==> src/rtl/rv_arb_pkg.sv <==
`default_nettype none
// +----------------------------------------------------------------------+
// | rv_arb_pkg : shared types and port IDs for the memory-port arbiter    |
// | Rev 1.0                                                               |
// +----------------------------------------------------------------------+
package rv_arb_pkg;

   typedef enum logic [1:0] {
      IDLE  = 2'd0,
      ISSUE = 2'd1,
      WAIT  = 2'd2
   } arb_state_t;

   localparam logic PORT_IF  = 1'b0;
   localparam logic PORT_LSU = 1'b1;

endpackage
`default_nettype wire

==> src/rtl/rv_rr_pick2.sv <==
`default_nettype none
// +----------------------------------------------------------------------+
// | rv_rr_pick2 : combinational 2-way round-robin picker                  |
// | Rev 1.0                                                               |
// +----------------------------------------------------------------------+
module rv_rr_pick2
   import rv_arb_pkg::*;
(
   input  logic [1:0] req,
   input  logic       last,
   output logic       gnt_valid,
   output logic       gnt_id
);

   always_comb begin
      gnt_valid = |req;
      // On a tie the port that did not win last time goes first.
      if (req == 2'b11) begin
         gnt_id = ~last;
      end else begin
         gnt_id = req[1] ? PORT_LSU : PORT_IF;
      end
   end

endmodule
`default_nettype wire

==> src/rtl/rv_mem_arb2.sv <==
`default_nettype none
// +----------------------------------------------------------------------+
// | rv_mem_arb2 : two-port round-robin memory arbiter, one outstanding    |
// |               transaction, with response-timeout watchdog            |
// | Rev 1.0                                                               |
// +----------------------------------------------------------------------+
module rv_mem_arb2
   import rv_arb_pkg::*;
#(
   parameter int AW      = 64,
   parameter int DW      = 64,
   parameter int TIMEOUT = 255
) (
   input  logic          clk,
   input  logic          rst_n,
   input  logic          r0_valid,
   output logic          r0_ready,
   input  logic [AW-1:0] r0_addr,
   input  logic [DW-1:0] r0_wdata,
   input  logic          r0_we,
   output logic          r0_rsp_valid,
   output logic [DW-1:0] r0_rdata,
   output logic          r0_err,
   input  logic          r1_valid,
   output logic          r1_ready,
   input  logic [AW-1:0] r1_addr,
   input  logic [DW-1:0] r1_wdata,
   input  logic          r1_we,
   output logic          r1_rsp_valid,
   output logic [DW-1:0] r1_rdata,
   output logic          r1_err,
   output logic          m_valid,
   input  logic          m_ready,
   output logic [AW-1:0] m_addr,
   output logic [DW-1:0] m_wdata,
   output logic          m_we,
   input  logic          m_rsp_valid,
   input  logic [DW-1:0] m_rdata,
   output logic          sel
);

   localparam int                 c_cnt_w    = (TIMEOUT > 0) ? $clog2(TIMEOUT + 1) : 1;
   localparam logic [c_cnt_w-1:0] c_cnt_last = c_cnt_w'((TIMEOUT > 0) ? TIMEOUT - 1 : 0);
   localparam logic [c_cnt_w-1:0] c_cnt_max  = '1;

   arb_state_t         r_state;
   logic               r_sel;
   logic               r_last;
   logic [c_cnt_w-1:0] r_cnt;
   logic [AW-1:0]      r_addr;
   logic [DW-1:0]      r_wdata;
   logic               r_we;
   logic [1:0]         r_rsp_valid;
   logic [1:0]         r_err;
   logic [DW-1:0]      r_rdata [2];

   logic               w_gnt_valid;
   logic               w_gnt_id;
   logic               w_accept;
   logic               w_timeout;

   rv_rr_pick2 u_pick (
      .req       ({r1_valid, r0_valid}),
      .last      (r_last),
      .gnt_valid (w_gnt_valid),
      .gnt_id    (w_gnt_id)
   );

   assign w_accept  = (r_state == IDLE) && w_gnt_valid;
   // Firing on the last eligible cycle lets the error pulse land exactly TIMEOUT cycles after WAIT entry.
   assign w_timeout = (TIMEOUT > 0) && (r_cnt == c_cnt_last);

   always_ff @(posedge clk) begin
      if (!rst_n) begin
         r_state     <= IDLE;
         r_sel       <= PORT_IF;
         r_last      <= PORT_LSU;
         r_cnt       <= '0;
         r_addr      <= '0;
         r_wdata     <= '0;
         r_we        <= 1'b0;
         r_rsp_valid <= '0;
         r_err       <= '0;
         r_rdata[0]  <= '0;
         r_rdata[1]  <= '0;
      end else begin
         r_rsp_valid <= '0;
         r_err       <= '0;
         case (r_state)
            IDLE: begin
               if (w_accept) begin
                  r_addr  <= w_gnt_id ? r1_addr  : r0_addr;
                  r_wdata <= w_gnt_id ? r1_wdata : r0_wdata;
                  r_we    <= w_gnt_id ? r1_we    : r0_we;
                  r_sel   <= w_gnt_id;
                  r_last  <= w_gnt_id;
                  r_state <= ISSUE;
               end
            end
            ISSUE: begin
               if (m_ready) begin
                  r_cnt   <= '0;
                  r_state <= WAIT;
               end
            end
            WAIT: begin
               if (m_rsp_valid) begin
                  r_rsp_valid[r_sel] <= 1'b1;
                  r_rdata[r_sel]     <= m_rdata;
                  r_state            <= IDLE;
               end else if (w_timeout) begin
                  r_rsp_valid[r_sel] <= 1'b1;
                  r_err[r_sel]       <= 1'b1;
                  r_rdata[r_sel]     <= '0;
                  r_state            <= IDLE;
               end else if (r_cnt != c_cnt_max) begin
                  r_cnt <= r_cnt + c_cnt_w'(1);
               end
            end
            default: r_state <= IDLE;
         endcase
      end
   end

   assign r0_ready     = w_accept && (w_gnt_id == PORT_IF);
   assign r1_ready     = w_accept && (w_gnt_id == PORT_LSU);
   assign r0_rsp_valid = r_rsp_valid[0];
   assign r1_rsp_valid = r_rsp_valid[1];
   assign r0_err       = r_err[0];
   assign r1_err       = r_err[1];
   assign r0_rdata     = r_rdata[0];
   assign r1_rdata     = r_rdata[1];
   assign m_valid      = (r_state == ISSUE);
   assign m_addr       = r_addr;
   assign m_wdata      = r_wdata;
   assign m_we         = r_we;
   assign sel          = r_sel;

endmodule
`default_nettype wire

==> config.mk <==
export PLATFORM = sky130hd
export DESIGN_NAME = rv_mem_arb2
export DESIGN_NICKNAME = d
export VERILOG_FILES = /design/src/rtl/rv_arb_pkg.sv /design/src/rtl/rv_rr_pick2.sv /design/src/rtl/rv_mem_arb2.sv
export SDC_FILE = /design/constraint.sdc
export NUM_CORES = 1
export LEC_CHECK = 0
export BUFFER_PORTS_ARGS = -buffer_cell sky130_fd_sc_hd__buf_2
export CAP_MARGIN = 5
export CORE_AREA = 2 2 234 236
export DETAILED_ROUTE_END_ITERATION = 10
export DIE_AREA = 0 0 236 238
export PLACE_DENSITY = 0.46
export SYNTH_ARGS = -nofsm -noshare
export SYNTH_HDL_FRONTEND = slang
export SYNTH_SLANG_ARGS = --single-unit
==> constraint.sdc <==
create_clock -name clk -period 5.7 [get_ports clk]
set_input_delay 0.285 -clock clk [delete_from_list [all_inputs] [get_ports clk]]
set_output_delay 0.285 -clock clk [all_outputs]
set_load 0.03 [all_outputs]
== Word level (Yosys, flattened, before mapping) ==
Memory sizes are Yosys's and may differ from the RTL's.
Index checks and enable logic that the tools add are counted.
Word-level totals
  register bits after elaboration: 145
  bits in writable memories: 128
  input port bits: 328
  output and inout bits: 265
  logic and storage cells: 75
  memories: 1
Cells by class
  $add $sub $neg: 1
  $lt $le $gt $ge: 2
  equality and inequality tests: 11
  mux-type cells: 33
  bitwise operators: 5
  reductions and logical operators: 13
Memory list
  r_rdata: words 2, width 64, read ports 2, clocked after Yosys merged registers in 0, wr ports 2, RTL line rv_mem_arb2.sv:55  | logic [DW-1:0] r_rdata [2];
Operators by type and width (count)
  64-bit two-way mux: 4
  64-bit OR reduction: 1
  8-bit two-way mux: 4
  1-bit two-way mux: 16
  8-bit one-hot mux with 2 select lines: 1
  2-bit two-way mux: 6
  8-bit by 1-bit adder with 8-bit output, second input constant: 1
  8-bit == test, second input constant: 1
  2-bit inequality test, second input constant: 4
  8-bit inequality test, second input constant: 1
  2-bit one-hot mux with 3 select lines: 1
  5-bit AND reduction: 1
  2-bit == test, second input constant: 2
  1-bit logical AND: 4
  1-bit inverter: 4
  2-bit AND reduction: 2
  3-bit inequality test, second input constant: 1
  3-bit AND reduction: 1
  3-bit OR reduction: 1
  2-bit by 1-bit == test with 1-bit output, second input constant: 1
  2-bit logical NOT: 1
  1-bit by 2-bit less-than comparator with 1-bit output, second input constant: 1
  2-bit by 1-bit inequality test with 1-bit output, second input constant: 1
  2-bit nonzero test: 1
  4 further kinds: 4

== Logic depth before layout (Yosys ltp) ==
  depth after elaboration: 9
  depth in mapped cells: 7
  depth with buffers taken out: 6

== Modules after synthesis ==
A second synthesis with hierarchy kept.
Second synthesis, totals
  cells, all modules: 942
  area, all modules: 11185.7 um^2
By module, submodules not included
  rv_mem_arb2: times used 1, cells each 940, area each 11172.0 um^2, sequential area each 6746.5 um^2
  rv_rr_pick2: times used 1, cells each 2, area each 13.8 um^2, sequential area each 0.0 um^2

== Worst setup path before layout ==
No wires, ideal clock.
  path kind: flip-flop to flip-flop
  from: register r_cnt[5]
  to: memory r_rdata[0][0] (enable)
  setup time: 0.581 ns
  data arrival time: 5.579 ns
  required time: 5.119 ns
  path slack: -0.460 ns
  stages on the path, launching flop included: 5
  path buffers: 0
  period minus slack after synthesis: 6.160 ns
  path through: dfxtp_1 -> nand3_1 -> nor2_1 -> a21oi_1 -> o31ai_1
RTL lines
  start, declared: RTL line rv_mem_arb2.sv:49  | logic [c_cnt_w-1:0] r_cnt;
  start signal, assigned: RTL line rv_mem_arb2.sv:117  | r_cnt <= r_cnt + c_cnt_w'(1);
  end, declared: RTL line rv_mem_arb2.sv:55

== Worst setup path after layout ==
  from: register r_last
  to: output port r0_ready
On the way
  word-level cells in the longest chain between the ends: 4
RTL lines
  start, declared: RTL line rv_mem_arb2.sv:48  | logic r_last;
  start signal, assigned: RTL line rv_mem_arb2.sv:96  | r_last <= w_gnt_id;
  1-bit inverter: RTL line rv_rr_pick2.sv:19  | gnt_id = ~last;
  1-bit two-way mux: RTL line rv_rr_pick2.sv:18  | if (req == 2'b11) begin
  1-bit inverter: RTL line rv_mem_arb2.sv:125  | assign r0_ready = w_accept && (w_gnt_id == PORT_IF);
  1-bit logical AND: RTL line rv_mem_arb2.sv:125
  end, declared: RTL line rv_mem_arb2.sv:17  | output logic r0_ready,
No other way between the ends.

==> impl_metrics.yaml <==
clock_tree:
  root_buffer: "clkbuf_16"
  clk_path_buf_depth: 3
  tritoncts: "built"
  clkSlewWorstSetupHoldPaths_ns: 0.06
  cts.sinks: 273
  cts_setup_buffers: 0
  cts_max_level: 2
  numCtsBuffers: 34
  worstSkewPairLatency_ns: 0.53
setup_path:
  timing.rr.end: "m_addr[16]"
  crit_cells: 4
  worstPathArrival_ns: 2.70
  critPathTopFamily: "compound AO/OA/AOI/OAI gates"
  crit-reg2reg-launch: "r_state[1]"
  cp_data_required_time_ns: 5.41
  cp_max_fo: 123
  crit_buf_inv: 2
  crit_type: "register to output pin"
  r2r_setup_slack_ns: 3.28
  crit_path_cell_trace: "nand2_1 -> a2111oi_4 -> buf_12 -> buf_2"
  slowest_stage: "a2111oi_4"
  cp-end-kind: "output pin"
  worstSetupStartpointType: "register"
  max_stage_delay_ns: 0.84
  r2r_cells: 5
synth:
  yosysTopAreaCell: "edfxtp_1"
  synth_top_area_share_pct: 36.8
  yosysWarningCount: 0
  synth_edf_count: 128
  yosysMostFrequentCell: "dfxtp_1"
  yosys_register_bits: 273
  synth_cell_types: 40
  ys_seq_area_share_pct: 64.6
  syn-instance-count: 807
  synth_area_um2: 10400
  syn_nets: 1137
  synth.top_cells.by_count: "dfxtp_1 (145), and2_1 (131), nor2b_1 (131), a222oi_1 (129), edfxtp_1 (128)"
  synth_ff_type: "dfxtp_1"
  synthArstFlopShare_pct: 0
  synth_area_leaders: "edfxtp_1 (37%), dfxtp_1 (28%), a222oi_1 (12%)"
  syn_area_per_cell_um2: 12.9
floorplanning:
  die_w_um: 236
  num_rows: 85
  initial_core_util_pct: 19.5
  dieArea_um2: 56200
  coreArea_um2: 53500
  io_pins: 593
  die_height_um: 238
cells_and_area:
  fillers: 5670
  drive_above_1_share_pct: 46.7
  instances_no_fill: 2097
  nets: 1705
  syn2layout_area_growth_pct: 45.4
power_and_ir_drop:
  ir_worst_vdd_uv: 158
  power.internal_mw: 3.70
  leakage_nw: 6.67
  combPwrFrac_pct: 17.8
  powerDensity_nw_per_um2: 343
  power_frac_clock_pct: 38.9
  seqPwrFrac_pct: 43.3
  p_sw_mw: 1.50
  p_sw_share_pct: 28.9
  finalPower_mw: 5.20
global_route:
  grt_pass1_wl_um: 57700
  antenna_found_initial: 8
  grt_max_degree: 124
  grtUsageMet3_pct: 5.56
  grtUsageTotal_pct: 13.3
  met1_usage_pct: 15.2
  grt_overflow: 0
  first_global_vias: 9365
  gr-max-usage-layer: "met2"
  met2_usage_pct: 22.7
drt:
  viasPerCell: 4.45
  drtAntennaViolNets: 0
  finalWirelength_um: 39400
  drc: 0
  drt_iter0_markers: 793
  route.vias.total: 9328
  routedWlPerCell_um: 18.8
  first_pass_iters: 10
sta:
  post-route-min-period_ns: 2.98
  rsz0062_at_grt: "false"
  worstMarginPinSlew_ns: 1.06
  setup_viol_count_final: 0
  holdWs_ns: 0.0394
  hold_viol_final: 0
  max_freq_ghz: 0.335
  slew_violations: 0
  clock-skew-final_ns: 0.0159
  finalCritPeriodShare_pct: 52.3
  fin_ws_ns: 2.72
  maxSlewHeadroom_pct: 29.7
worst_hold_path:
  whs_endpoint: "m_addr[15]"
  worstHoldPathType: "primary input to register"
  min_delay_path_depth: 3
  hp-start: "r0_addr[15]"
place:
  placedCellCount: 2033
  post-place-ws_ns: 3.12
  port_buffers: 592
  dpl.hpwl_um: 28300
  place_congestion: 0.802
status:
  status: "finished, final reports clean"
flow_run:
  drv_cap: 0
worst max-delay path by stage:
stage              from             to  slack (ns)
3_5_place_dp   r0_valid       r0_ready        3.12
2_1_floorplan  r_cnt[5]  r_rdata[0][0]       -0.46
5_1_grt          r_last       r0_ready        2.56
3_3_place_gp   r0_valid       r0_ready        3.15
4_1_cts          r_last       r0_ready        2.64
6_report         r_last       r0_ready        2.72
cell usage in the layout (no fill, tap or decap), types with 4 or more instances in the layout:
cell type and count:
buf_2 591, dfxtp_1 145, nor2b_1 131, and2_1 131
a222oi_1 129, edfxtp_1 128, clkbuf_16 35, clkbuf_1 13
nand3_1 10, buf_4 8, nor3_1 7, inv_1 6
nand2_1 5, nor2_1 4, a21oi_1 4
per-stage QoR:
step	utilization [%]	TNS (ns)	area, um^2
finish	28.4	0	15200
detailed placement	26.4	0	14100
global placement	26.4	0	14100
CTS	28.4	0	15200
global route	28.4	0	15200
floorplan	-	-58.83	10400
kinds of logic after synthesis:
kind of cell             synth area share [%]
buffers and inverters                    3.27
adder cells (fa/ha/maj)                 0.240
AND/OR/NAND/NOR                          17.8
AO/OA/AOI/OAI                            14.0
multiplexers                           0.0958
flip-flops                               64.6
worst min-delay path: stages:
cell      delay (ns)
buf_2           0.08
a222oi_1        0.07
nor2b_1         0.10
final cells by class:
cell class / instances / area, um^2 / area share [%]
Multi-Input combinational cell: 457 / 3420 / 22.6
Timing Repair Buffer: 603 / 3080 / 20.3
Clock buffer: 49 / 938 / 6.18
Sequential cell: 273 / 6750 / 44.4
Tap cell: 696 / 871 / 5.73
Clock inverter: 10 / 97.6 / 0.643
Antenna cell: 3 / 7.51 / 0.0494
Inverter: 6 / 22.5 / 0.148
timing repair:
item | 4_1_cts | 5_1_grt
resized for setup | 0 | 0
hold buffers | 2 | 0
hold endpoints to repair | 2 | 0
registers in the layout, summed over array words and instances (netlist names):
register     cells
r_rdata        128
sel              1
r_last           1
r_err            2
r_rsp_valid      2
m_we             1
r_cnt            8
m_wdata         64
m_addr          64
r_state          2
power groups by stage:
stage	sequential [mW]	clock, mW	combinational, mW
CTS	2.26	2.11	0.937
finish	2.26	2.02	0.924
floorplan	2.56	0	0.310
detailed placement	2.29	0	0.934
global route	2.27	2.20	0.991
global placement	2.29	0	0.927
layer usage:
metal	part of all wire, %	up-vias
met1	38	4522
met4	2.2	4
li1	-	4248
met3	11	54
met2	48	500
met5	0.063	-
Power figures use the tool's default switching activity.
